### src/rtl/fp_pkg.sv
// Shared fp16/fp32 field layout, class encoding and the fp16 operand decoder
// used by every multiply lane.
package fp_pkg;

  localparam int FP16_EXP_W = 5;
  localparam int FP16_MAN_W = 10;
  localparam int FP32_EXP_W = 8;
  localparam int FP32_MAN_W = 23;
  localparam int FP16_BIAS  = 15;
  localparam int FP32_BIAS  = 127;
  localparam logic [31:0] FP32_QNAN = 32'h7FC0_0000;

  typedef enum logic [2:0] {CLS_ZERO, CLS_SUB, CLS_NORM, CLS_INF, CLS_NAN} fp_class_e;
  typedef enum logic [1:0] {RES_FIN, RES_ZERO, RES_INF, RES_NAN} res_kind_e;

  // man is always 1.xxx for finite nonzero operands; exp is unbiased
  typedef struct packed {
    logic                sign;
    fp_class_e           cls;
    logic signed [6:0]   exp;
    logic [10:0]         man;
  } fp16_dec_t;

  function automatic logic [3:0] lzc11(input logic [10:0] v);
    lzc11 = 4'd11;
    for (int i = 0; i < 11; i++)
      if (v[i]) lzc11 = 4'(10 - i);
  endfunction

  function automatic fp16_dec_t fp16_decode(input logic [15:0] x);
    fp16_dec_t                 d;
    logic [FP16_EXP_W-1:0]     e;
    logic [FP16_MAN_W-1:0]     m;
    logic [3:0]                lz;
    e      = x[FP16_MAN_W +: FP16_EXP_W];
    m      = x[FP16_MAN_W-1:0];
    lz     = lzc11({1'b0, m});
    d.sign = x[15];
    d.exp  = '0;
    d.man  = '0;
    if (e == '1) begin
      d.cls = (m == '0) ? CLS_INF : CLS_NAN;
    end else if (e == '0) begin
      if (m == '0) begin
        d.cls = CLS_ZERO;
      end else begin
        // shift by the 11-bit leading-zero count so the hidden bit lands at [10]
        d.cls = CLS_SUB;
        d.man = {1'b0, m} << lz;
        d.exp = 7'(1 - FP16_BIAS) - 7'(lz);
      end
    end else begin
      d.cls = CLS_NORM;
      d.man = {1'b1, m};
      d.exp = 7'(e) - 7'(FP16_BIAS);
    end
    return d;
  endfunction

endpackage

### src/rtl/fp16to32_mult_pipe_if.sv
// Operand/result stream bundle of the multi-lane fp16 x fp16 -> fp32 multiplier.
interface fp16to32_mult_pipe_if #(parameter int LANES = 4);
  logic                  in_valid;
  logic                  in_ready;
  logic [16*LANES-1:0]   in_a;
  logic [16*LANES-1:0]   in_b;
  logic                  in_neg;
  logic                  out_valid;
  logic                  out_ready;
  logic [32*LANES-1:0]   out_result;
  logic [LANES-1:0]      out_nan;
  logic [LANES-1:0]      out_inf;

  modport master (
    output in_valid, in_a, in_b, in_neg, out_ready,
    input  in_ready, out_valid, out_result, out_nan, out_inf
  );

  modport slave (
    input  in_valid, in_a, in_b, in_neg, out_ready,
    output in_ready, out_valid, out_result, out_nan, out_inf
  );
endinterface

### src/rtl/fp16_lane_mul.sv
// One lane of the 3-stage fp16 x fp16 -> fp32 multiplier. Every stage loads on
// adv; only the final output registers are reset.
module fp16_lane_mul
  import fp_pkg::*;
(
  input  logic        clk,
  input  logic        rst_n,
  input  logic        adv,
  input  logic [15:0] a,
  input  logic [15:0] b,
  input  logic        neg,
  output logic [31:0] result,
  output logic        nan,
  output logic        inf
);

  fp16_dec_t              dec_a, dec_b;
  logic                   neg_s1;
  res_kind_e              kind_c, kind_s2;
  logic                   sign_s2;
  logic [21:0]            prod_c, prod_s2;
  logic [FP32_EXP_W-1:0]  exp_c, exp_s2, exp_n;
  logic [FP32_MAN_W-1:0]  frac_n;
  logic [31:0]            result_c;

  always_ff @(posedge clk) begin
    if (adv) begin
      dec_a  <= fp16_decode(a);
      dec_b  <= fp16_decode(b);
      neg_s1 <= neg;
    end
  end

  always_comb begin
    kind_c = RES_FIN;
    if (dec_a.cls == CLS_NAN || dec_b.cls == CLS_NAN ||
        (dec_a.cls == CLS_INF && dec_b.cls == CLS_ZERO) ||
        (dec_a.cls == CLS_ZERO && dec_b.cls == CLS_INF))
      kind_c = RES_NAN;
    else if (dec_a.cls == CLS_INF || dec_b.cls == CLS_INF)
      kind_c = RES_INF;
    else if (dec_a.cls == CLS_ZERO || dec_b.cls == CLS_ZERO)
      kind_c = RES_ZERO;
  end

  // true biased exponent lies in 79..157, so 8-bit wrap-around arithmetic is exact
  assign prod_c = 22'(dec_a.man) * 22'(dec_b.man);
  assign exp_c  = 8'(dec_a.exp) + 8'(dec_b.exp) + 8'(FP32_BIAS);

  always_ff @(posedge clk) begin
    if (adv) begin
      kind_s2 <= kind_c;
      sign_s2 <= dec_a.sign ^ dec_b.sign ^ neg_s1;
      prod_s2 <= prod_c;
      exp_s2  <= exp_c;
    end
  end

  always_comb begin
    exp_n  = exp_s2 + 8'({7'b0, prod_s2[21]});
    frac_n = prod_s2[21] ? {prod_s2[20:0], 2'b0} : {prod_s2[19:0], 3'b0};
    case (kind_s2)
      RES_NAN:  result_c = FP32_QNAN;
      RES_INF:  result_c = {sign_s2, {FP32_EXP_W{1'b1}}, {FP32_MAN_W{1'b0}}};
      RES_ZERO: result_c = {sign_s2, 31'b0};
      default:  result_c = {sign_s2, exp_n, frac_n};
    endcase
  end

  always_ff @(posedge clk or negedge rst_n) begin
    if (!rst_n) begin
      result <= '0;
      nan    <= 1'b0;
      inf    <= 1'b0;
    end else if (adv) begin
      result <= result_c;
      nan    <= (kind_s2 == RES_NAN);
      inf    <= (kind_s2 == RES_INF);
    end
  end

endmodule

### src/rtl/fp16to32_mult_pipe.sv
// LANES-wide fp16 x fp16 -> fp32 multiply pipeline: shared advance enable and
// valid chain here, per-lane datapath in fp16_lane_mul.
module fp16to32_mult_pipe #(
  parameter int LANES = 4
) (
  input  logic                  clk,
  input  logic                  rst_n,
  fp16to32_mult_pipe_if.slave   bus
);

  logic adv;
  logic vld_s1, vld_s2, vld_s3;

  // whole pipe stalls only when the output holds a result nobody takes
  assign adv           = !vld_s3 || bus.out_ready;
  assign bus.in_ready  = adv;
  assign bus.out_valid = vld_s3;

  always_ff @(posedge clk or negedge rst_n) begin
    if (!rst_n) begin
      vld_s1 <= 1'b0;
      vld_s2 <= 1'b0;
      vld_s3 <= 1'b0;
    end else if (adv) begin
      vld_s1 <= bus.in_valid;
      vld_s2 <= vld_s1;
      vld_s3 <= vld_s2;
    end
  end

  for (genvar i = 0; i < LANES; i++) begin : g_lane
    fp16_lane_mul u_lane (
      .clk    (clk),
      .rst_n  (rst_n),
      .adv    (adv),
      .a      (bus.in_a[16*i +: 16]),
      .b      (bus.in_b[16*i +: 16]),
      .neg    (bus.in_neg),
      .result (bus.out_result[32*i +: 32]),
      .nan    (bus.out_nan[i]),
      .inf    (bus.out_inf[i])
    );
  end

endmodule

### src/flat_wrapper.sv
// flat-port wrapper written by rule: the top's interface ports become plain ports
module fp16to32_mult_pipe_flat 
#(
  parameter int LANES = 4
)
  (clk, rst_n, bus_in_valid, bus_in_a, bus_in_b, bus_in_neg, bus_out_ready, bus_in_ready, bus_out_valid, bus_out_result, bus_out_nan, bus_out_inf);
  fp16to32_mult_pipe_if #(.LANES(LANES)) bus_i ();
  input  logic clk;
  input  logic rst_n;
  input wire logic [$bits(bus_i.in_valid)-1:0] bus_in_valid;
  input wire logic [$bits(bus_i.in_a)-1:0] bus_in_a;
  input wire logic [$bits(bus_i.in_b)-1:0] bus_in_b;
  input wire logic [$bits(bus_i.in_neg)-1:0] bus_in_neg;
  input wire logic [$bits(bus_i.out_ready)-1:0] bus_out_ready;
  output wire logic [$bits(bus_i.in_ready)-1:0] bus_in_ready;
  output wire logic [$bits(bus_i.out_valid)-1:0] bus_out_valid;
  output wire logic [$bits(bus_i.out_result)-1:0] bus_out_result;
  output wire logic [$bits(bus_i.out_nan)-1:0] bus_out_nan;
  output wire logic [$bits(bus_i.out_inf)-1:0] bus_out_inf;
  assign bus_i.in_valid = bus_in_valid;
  assign bus_i.in_a = bus_in_a;
  assign bus_i.in_b = bus_in_b;
  assign bus_i.in_neg = bus_in_neg;
  assign bus_i.out_ready = bus_out_ready;
  assign bus_in_ready = bus_i.in_ready;
  assign bus_out_valid = bus_i.out_valid;
  assign bus_out_result = bus_i.out_result;
  assign bus_out_nan = bus_i.out_nan;
  assign bus_out_inf = bus_i.out_inf;
  fp16to32_mult_pipe #(.LANES(LANES)) u_core (.clk(clk), .rst_n(rst_n), .bus(bus_i));
endmodule
### config.mk
export PLATFORM = sky130hd
export DESIGN_NAME = fp16to32_mult_pipe_flat
export DESIGN_NICKNAME = d
export VERILOG_FILES = /design/src/rtl/fp_pkg.sv /design/src/rtl/fp16to32_mult_pipe_if.sv /design/src/rtl/fp16_lane_mul.sv /design/src/rtl/fp16to32_mult_pipe.sv /design/src/flat_wrapper.sv
export SDC_FILE = /design/constraint.sdc
export NUM_CORES = 2
export LEC_CHECK = 0
export BUFFER_PORTS_ARGS = -buffer_cell sky130_fd_sc_hd__buf_2
export CAP_MARGIN = 20
export CORE_ASPECT_RATIO = 1.2
export CORE_UTILIZATION = 34
export DETAILED_ROUTE_END_ITERATION = 6
export PLACE_DENSITY_LB_ADDON = 0.25
export SLEW_MARGIN = 10
export SYNTH_ARGS = -nofsm -noshare
export SYNTH_HDL_FRONTEND = slang
export SYNTH_SLANG_ARGS = --single-unit
### constraint.sdc
create_clock -name clk -period 11.9 [get_ports clk]
set_clock_uncertainty 0.05 [all_clocks]
set_input_delay 1.19 -clock clk [delete_from_list [all_inputs] [get_ports clk]]
set_output_delay 1.19 -clock clk [all_outputs]
set_load 0.1 [all_outputs]
==> reports/metrics.cfg <==
[run_status]
status = finished clean

[critical_path]
crit-reg2reg-launch = u_core.g_lane[1].u_lane.dec_a[9]
r2r_slack_ns = 6.19
reg2reg_to = u_core.g_lane[1].u_lane.prod_s2[21]
cp-start-kind = flop
ff2ff_path_depth = 16
worstPathMaxFanout = 11
critical_path_class = flop to flop
end_kind = flop
crit_arrival_ns = 6.04
required_ns = 12.23

[clocking]
h-tree-depth = 2
cts-root-buf = clkbuf_16
cts_tree = built
hold_buffers = 0
path_clk_slew_ns = 0.07
clk_latency_ns = 0.62
cts_inserted_buffers = 50
clock-sinks = 432
post_cts_resized = 0
clockBufferDepth = 3
cts_setup_buffers = 0

[grt]
grt_max_degree = 74
grt_pass1_wl_um = 161000
antenna_found_initial = 10
groute.usage.overall = 0.169
grt_overflow = 0
grt_pass1_vias = 29600

[yosys]
synth_seq_cells = 432
synth_area_leaders = edfxtp_1 (23%), fa_1 (16%), ha_1 (10%), dfrtp_1 (8.3%), inv_1 (5.7%)
yosys.cell_types.count = 95
synthArstFlopShare = 0.303
synth_edf_count = 301
ys.flop_type = edfxtp_1
seq_area_frac_synth = 0.310
avgSynthCellArea_um2 = 9.46
synth_top_area_frac = 0.228
yosys_warnings = 0
syn_area_um2 = 39700
synth_top_area_cell = edfxtp_1
netlist_instances = 4198

[timing]
fin_tns_setup_ns = 0
period_share = 0.480
fin_crit_ns = 5.71
slew_viol_final = 0
setup_violations = 0
rsz0062_at_grt = no
relSlewSlack = 0.373
max_freq_mhz = 175
final-hold-violation-count = 0
worst_pin_slew_ns = 0.934

[die]
ios = 271
fp.dieH_um = 376
die_area_um2 = 118000
initial_utilization = 0.342
rows = 137
core_area_um2 = 116000
dieWidth_um = 314

[drt]
viasPerCell = 4.97
finalWirelength_um = 99500
dr_wl_met2_um = 48300
drc = 0
wl_met3_um = 5120
wl_met1_um = 43200
vias = 29300
wire_per_inst_um = 16.9
drt-initial-drc-count = 1605
ant_nets = 0
drtPass1Iterations = 5
topRoutingLayerUsed = met5

[run]
cap_violations = 0

[layout]
fin_nets = 5107
area_growth_pct = 10.4
drive_gt1_frac = 0.0985
fillers = 11700
final_cell_mix = inv_1 (604), nand2_1 (461), ha_1 (328)
mostFrequentLayoutCell = inv_1

[worst_hold_path]
hp-class = input pin to async pin

[placement]
hpwl_um = 78700
portBuffers = 262
place_congestion = 0.908

==> worst max-delay path, stage by stage (launching register included) <==
cell and delay (ns):
edfxtp_1 0.58, nand2_1 0.14, fa_1 0.55, inv_1 0.05, fa_1 0.49, fa_1 0.52
fa_1 0.49, inv_1 0.05, fa_1 0.47, inv_1 0.04, ha_1 0.33, a21oi_1 0.33
inv_1 0.11, a2111oi_0 0.58, a21oi_1 0.20, o41a_1 0.35, xnor2_1 0.13
==> final cells by class <==
cell class | count | area [um2] | share of cell area
Tap cell | 1529 | 1910 | 0.0436
Sequential cell | 432 | 12300 | 0.281
Clock buffer | 67 | 1390 | 0.0317
Antenna cell | 5 | 12.5 | 0.000285
Timing Repair Buffer | 280 | 1460 | 0.0333
Multi-Input combinational cell | 2946 | 24300 | 0.553
Clock inverter | 27 | 193 | 0.00439
Inverter | 612 | 2300 | 0.0525
==> through the flow <==
stage               hold slack [ns]  setup slack, ns   util  std cells  area (um2)
floorplan                     0.380             4.81      -       4205       39800
global placement              0.394             6.14  0.364       5796       42200
detailed placement            0.397             6.10  0.364       5797       42300
CTS                           0.332             6.11  0.378       5891       43800
global route                  0.373             5.88  0.378       5893       43800
finish                        0.391             6.19  0.378       5898       43900
==> worst max path at each step <==
stage          depth (start not counted)                              from                                   to
2_1_floorplan                          4                     bus_out_ready                         bus_in_ready
3_3_place_gp                          16  u_core.g_lane[1].u_lane.dec_a[9]  u_core.g_lane[1].u_lane.prod_s2[21]
3_5_place_dp                          16  u_core.g_lane[1].u_lane.dec_a[9]  u_core.g_lane[1].u_lane.prod_s2[21]
4_1_cts                               16  u_core.g_lane[1].u_lane.dec_a[9]  u_core.g_lane[1].u_lane.prod_s2[21]
5_1_grt                               16  u_core.g_lane[1].u_lane.dec_a[9]  u_core.g_lane[1].u_lane.prod_s2[21]
6_report                              16  u_core.g_lane[1].u_lane.dec_a[9]  u_core.g_lane[1].u_lane.prod_s2[21]
==> state kept, by name, summed over array words and instances (netlist names) <==
signal                        cells
u_core.bus.out_valid              1
u_core.g_lane.u_lane.dec_a       84
u_core.g_lane.u_lane.dec_b       84
u_core.g_lane.u_lane.exp_s2      32
u_core.g_lane.u_lane.inf          4
u_core.g_lane.u_lane.kind_s2      8
u_core.g_lane.u_lane.nan          4
u_core.g_lane.u_lane.neg_s1       1
u_core.g_lane.u_lane.prod_s2     88
u_core.g_lane.u_lane.result     120
u_core.g_lane.u_lane.sign_s2      4
u_core.vld_s1                     1
u_core.vld_s2                     1
==> cell usage after synthesis, types with 42 or more instances <==
cell / count
mux2i_1: 107
xnor2_1: 90
dfrtp_1: 131
a211oi_1: 42
nor2_1: 274
fa_1: 324
ha_1: 328
inv_1: 604
edfxtp_1: 301
nand2_1: 461
clkbuf_1: 174
nor3_1: 64
and2_1: 293
o21ai_0: 179
a21oi_1: 148
nand3_1: 55
==> routing by layer <==
layer / track usage / vias to the layer above
met5: 0 / -
met1: 0.213 / 14200
met4: 0.0509 / 14
li1: - / 14300
met2: 0.293 / 619
met3: 0.0303 / 141
==> cells by family (layout without fill, tap and decap cells) <==
group	after synthesis	after routing	share of synthesized area
AO/OA/AOI/OAI	699	699	0.117
XOR/XNOR	121	121	0.0267
adder cells (fa/ha/maj)	652	652	0.267
buffers and inverters	827	986	0.0802
flip-flops	432	432	0.310
multiplexers	133	133	0.0357
other	1	13	0.0000944
AND/OR/NAND/NOR	1333	1333	0.164
Power is left out: the tool's default activity adds up to more than one toggle a clock period on the data nets, which glitch-free logic cannot reach.
